File: src/rtl/full_adder_cell.sv
// full_adder_cell: WIDTH-bit ripple-carry adder with a registered, valid-tagged copy.
// Ports: clk, rst_n (sync, active-low), x, y, c_in, in_valid -> z, c_out, z_q, c_out_q, out_valid.
module full_adder_cell #(
    parameter int unsigned WIDTH = 1
) (
    input  logic             clk,
    input  logic             rst_n,
    input  logic [WIDTH-1:0] x,
    input  logic [WIDTH-1:0] y,
    input  logic             c_in,
    input  logic             in_valid,
    output logic [WIDTH-1:0] z,
    output logic             c_out,
    output logic [WIDTH-1:0] z_q,
    output logic             c_out_q,
    output logic             out_valid
);

    logic [WIDTH:0]   carry;
    logic [WIDTH-1:0] sum;

    assign carry[0] = c_in;

    // One full-adder cell per bit; carry ripples LSB to MSB.
    for (genvar i = 0; i < WIDTH; i++) begin : g_bit
        assign sum[i]     = x[i] ^ y[i] ^ carry[i];
        assign carry[i+1] = (x[i] & y[i])
                          | (x[i] & carry[i])
                          | (y[i] & carry[i]);
    end

    assign z     = sum;
    assign c_out = carry[WIDTH];

    // Result registers hold when idle; only the valid flag drops.
    always_ff @(posedge clk) begin
        if (!rst_n) begin
            z_q       <= '0;
            c_out_q   <= 1'b0;
            out_valid <= 1'b0;
        end else if (in_valid) begin
            z_q       <= sum;
            c_out_q   <= carry[WIDTH];
            out_valid <= 1'b1;
        end else begin
            out_valid <= 1'b0;
        end
    end

endmodule

File: config.mk
export PLATFORM = sky130hd
export DESIGN_NAME = full_adder_cell
export DESIGN_NICKNAME = d
export VERILOG_FILES = /design/src/rtl/full_adder_cell.sv
export SDC_FILE = /design/constraint.sdc
export NUM_CORES = 1
export LEC_CHECK = 0
export BUFFER_PORTS_ARGS = -buffer_cell sky130_fd_sc_hd__buf_2
export CORE_AREA = 2 2 39 41
export DETAILED_ROUTE_END_ITERATION = 6
export DIE_AREA = 0 0 41 43
export HOLD_SLACK_MARGIN = 0.12
export SKIP_CTS_REPAIR_TIMING = 1
export SLEW_MARGIN = 20
export SYNTH_ARGS = -nofsm -noshare
export SYNTH_HDL_FRONTEND = slang
export SYNTH_SLANG_ARGS = --single-unit
File: constraint.sdc
create_clock -name clk -period 0.9 [get_ports clk]
set_input_delay 0.045 -clock clk [delete_from_list [all_inputs] [get_ports clk]]
set_output_delay 0.045 -clock clk [all_outputs]
set_load 0.02 [all_outputs]
Word-level counts from Yosys, hierarchy flattened
Cells that the tools add are included.

word-level totals
  register bits after elaboration = 3
  latch bits = 0
  RAM bits = 0
  memory bits (read-only) = 0
  input bits = 6
  output and inout bits = 5
  logic and storage cells = 11
  memories = 0

operators by class
  $add $sub $neg = 0
  multiply operators = 0
  divide/modulo/power cells = 0
  magnitude comparators = 0
  eq/ne operators = 0
  shift-type cells = 0
  muxes and demuxes = 1
  bitwise logic cells = 7
  reduce and logical (&&, ||, !) cells = 0

operator list
  cell              count
  AND 1 bit         3
  OR 1 bit          2
  XOR 1 bit         2
  2-to-1 mux 1 bit  1

Longest topological paths before layout
  depth in word-level cells = 3
  mapped depth = 3
  mapped depth without buffers = 3

Worst setup path before layout
Ideal clock, no wire load.

  path kind = input -> register
  start point = in y
  end point = reg z_q
  setup time = 0.065 ns
  arrival time = 0.905 ns
  data required time = 0.835 ns
  setup slack = -0.070 ns
  cell stages on the path = 3
  path buffers = 0
  cells stage by stage = fa_1 -> mux2i_1 -> nor2b_1

between the ends
  cells in the longest elaborated chain, start to end = 2

ends and longest elaborated chain
  item                     RTL line  RTL
  start, declared          9         input logic [WIDTH-1:0] y,
  XOR 1 bit (2 in series)  26        assign sum[i] = x[i] ^ y[i] ^ carry[i];
  end signal, assigned     42        z_q <= sum;
  end, declared            14        output logic [WIDTH-1:0] z_q,

No other way between the ends.
A chain may end at the register's enable or synchronous reset.

Worst setup path after layout
  start point = in c_in
  end point = out z

between the ends
  cells in the longest elaborated chain, start to end = 1

ends and longest elaborated chain
  item             RTL line  RTL
  start, declared  10        input logic c_in,
  XOR 1 bit        26
  end, declared    12        output logic [WIDTH-1:0] z,

No other way between the ends.

==> flow_summary.json <==
{
  "diodes": 0,
  "wl_per_cell_um": 7.78,
  "final_cell_mix": "buf_2 (8), dfxtp_1 (3), clkbuf_4 (3)",
  "finalHoldViolations": 0,
  "route.vias.total": 119,
  "status": "finished, final reports clean",
  "dr.pass1.iters": 1,
  "timing.hold.ws_ns": 0.277,
  "cts_tree": "built",
  "hp-class": "in -> reg",
  "die_x_um": 41,
  "drv_cap": 0,
  "peakVddDrop_mv": 0.551,
  "power.switching_uw": 127,
  "worstPathRequired_ns": 0.85,
  "yosys-top-cells-area": "dfxtp_1 (50%), fa_1 (17%), mux2i_1 (17%)",
  "internal-power_uw": 365,
  "min_period_over_period_pct": 98.3,
  "swShare_pct": 25.9,
  "startpoint_type": "input port",
  "path_cells": "buf_6 > fa_2 > buf_6",
  "numCtsBuffers": 3,
  "cellLeakagePower_nw": 0.120,
  "antenna_found_initial": 0,
  "htree_levels": 1,
  "fin_ws_ns": 0.0155,
  "drc": 0,
  "critPathMaxFanout": 2,
  "cts_buffer_depth": 2,
  "critPathTopFamily": "adder cells",
  "placement.io_buffers": 10,
  "synth-seq-area-share_pct": 50.0,
  "finalCriticalPeriod_ns": 0.885,
  "yosysTopAreaCell": "dfxtp_1",
  "max_stage_delay_ns": 0.58,
  "final_max_slew_viol_count": 0,
  "slew_headroom_pct": 91.7,
  "crit_top_cell": "buf_6",
  "grt_util_all_layers_pct": 5.13,
  "synth-seq-cells": 3,
  "cts-root-buf": "clkbuf_4",
  "nets": 33,
  "cp.buffers_inverters": 2,
  "synth_area_sq_um": 120,
  "critPathKind": "in -> out",
  "overflow": 0,
  "synthDistinctLibCells": 5,
  "synth_nets": 16,
  "cts_num_sinks": 3,
  "fillCellCount": 157,
  "crit_slowest_cell": "fa_2",
  "placedCellCount": 35,
  "fmax_mhz": 1130,
  "yosys_warnings": 0,
  "syn-instance-count": 9,
  "stdcell_count": 41,
  "num_rows": 14,
  "grt_pass1_wl_um": 462,
  "drive_gt1_share_pct": 60.0,
  "dieHeight_um": 43,
  "grt_pass1_vias": 117,
  "areaGrowthSynthToFinish_pct": 109,
  "dp_slack_ns": -0.0774,
  "rsz0062_at_grt": "true",
  "cp-end-kind": "primary output",
  "mostFrequentLayoutCell": "buf_2",
  "setup_violations": 0,
  "p_seq_share_pct": 29.9,
  "pwr-share-clk_pct": 48.2,
  "worstSkewPairLatency_ns": 0.23,
  "p_per_area_nw_per_um2": 1960,
  "die_area_sq_um": 1760,
  "avgViaCountPerCell": 2.90,
  "clkTransAtPathRegs_ns": 0.04,
  "io_pins": 11,
  "placed_cell_area_sq_um": 193,
  "grt_max_degree": 4,
  "final_core_util_pct": 18.2,
  "fin_worst_skew_ns": 0,
  "core-area_sq_um": 1380,
  "critPathArrivalTime_ns": 0.84,
  "place.gp.congestion": 0.594,
  "fin_area_sq_um": 251,
  "drtIter0Drc": 0,
  "tightestPinTransition_ns": 0.120,
  "detail-route-antenna-nets": 0,
  "yosysTopAreaCellShare_pct": 50.0,
  "initial_core_util_pct": 8.68,
  "wl_um": 319,
  "p_comb_share_pct": 21.9,
  "avgSynthCellArea_sq_um": 13.3
}
## synth_stat cells
cell and count:
and2_2 1, dfxtp_1 3, fa_1 1, mux2i_1 2
nor2b_1 2
## worst register-to-register path, stage by stage (launching register included)
cell and delay [ns]:
dfxtp_1 0.30, mux2i_1 0.12, nor2b_1 0.06
## per-stage QoR
step / TNS [ns] / power [mW]
6_report: 0 / 0.492
5_1_grt: -0.00681 / 0.540
3_5_place_dp: -0.121 / 0.239
2_1_floorplan: -0.0157 / 0.205
3_3_place_gp: -0.0989 / 0.238
4_1_cts: -0.0435 / 0.491
## metal layers
layer	part of all wire (%)	vias to the layer above	global-route usage (%)
li1	-	61	-
met4	1.3	0	2.00
met1	47	43	4.85
met2	25	13	4.38
met5	0	-	0
met3	26	2	9.95
## worst paths after layout
check | startpoint | cells past startpoint | slack, ns | endpoint
worst max-delay path | c_in | 3 | 0.02 | z
worst min-delay path | c_in | 4 | 0.28 | c_out_q
worst max register to register | z_q | 2 | 0.31 | z_q
worst min register to register | c_out_q | 2 | 0.51 | c_out_q
## cells by family after synthesis
group         after synthesis  share of synthesized area (%)
fa+ha+maj                   1                           16.7
mux                         2                           16.7
simple gates                3                           16.7
flops                       3                           50.0
## flip-flops by register name (all words and copies together) (netlist names)
register / flops
z_q: 1
out_valid: 1
c_out_q: 1
## power by group through the flow
stage / Combinational, mW / Sequential (mW) / Clock (mW)
after global routing: 0.120 / 0.148 / 0.271
final: 0.108 / 0.147 / 0.237
after CTS: 0.0901 / 0.147 / 0.254
after detailed placement: 0.0899 / 0.149 / 0
after floorplan: 0.0433 / 0.161 / 0
after global placement: 0.0886 / 0.149 / 0
## cell type report
cell class / instances / area, sq um / area share [%]
flip-flops and latches: 3 / 60.1 / 23.9
multi-input cells: 6 / 62.6 / 24.9
repair buffers: 12 / 82.6 / 32.8
clock buffers: 4 / 26.3 / 10.4
well taps: 16 / 20.0 / 7.96
No activity file was read; power rests on OpenSTA's default activity.
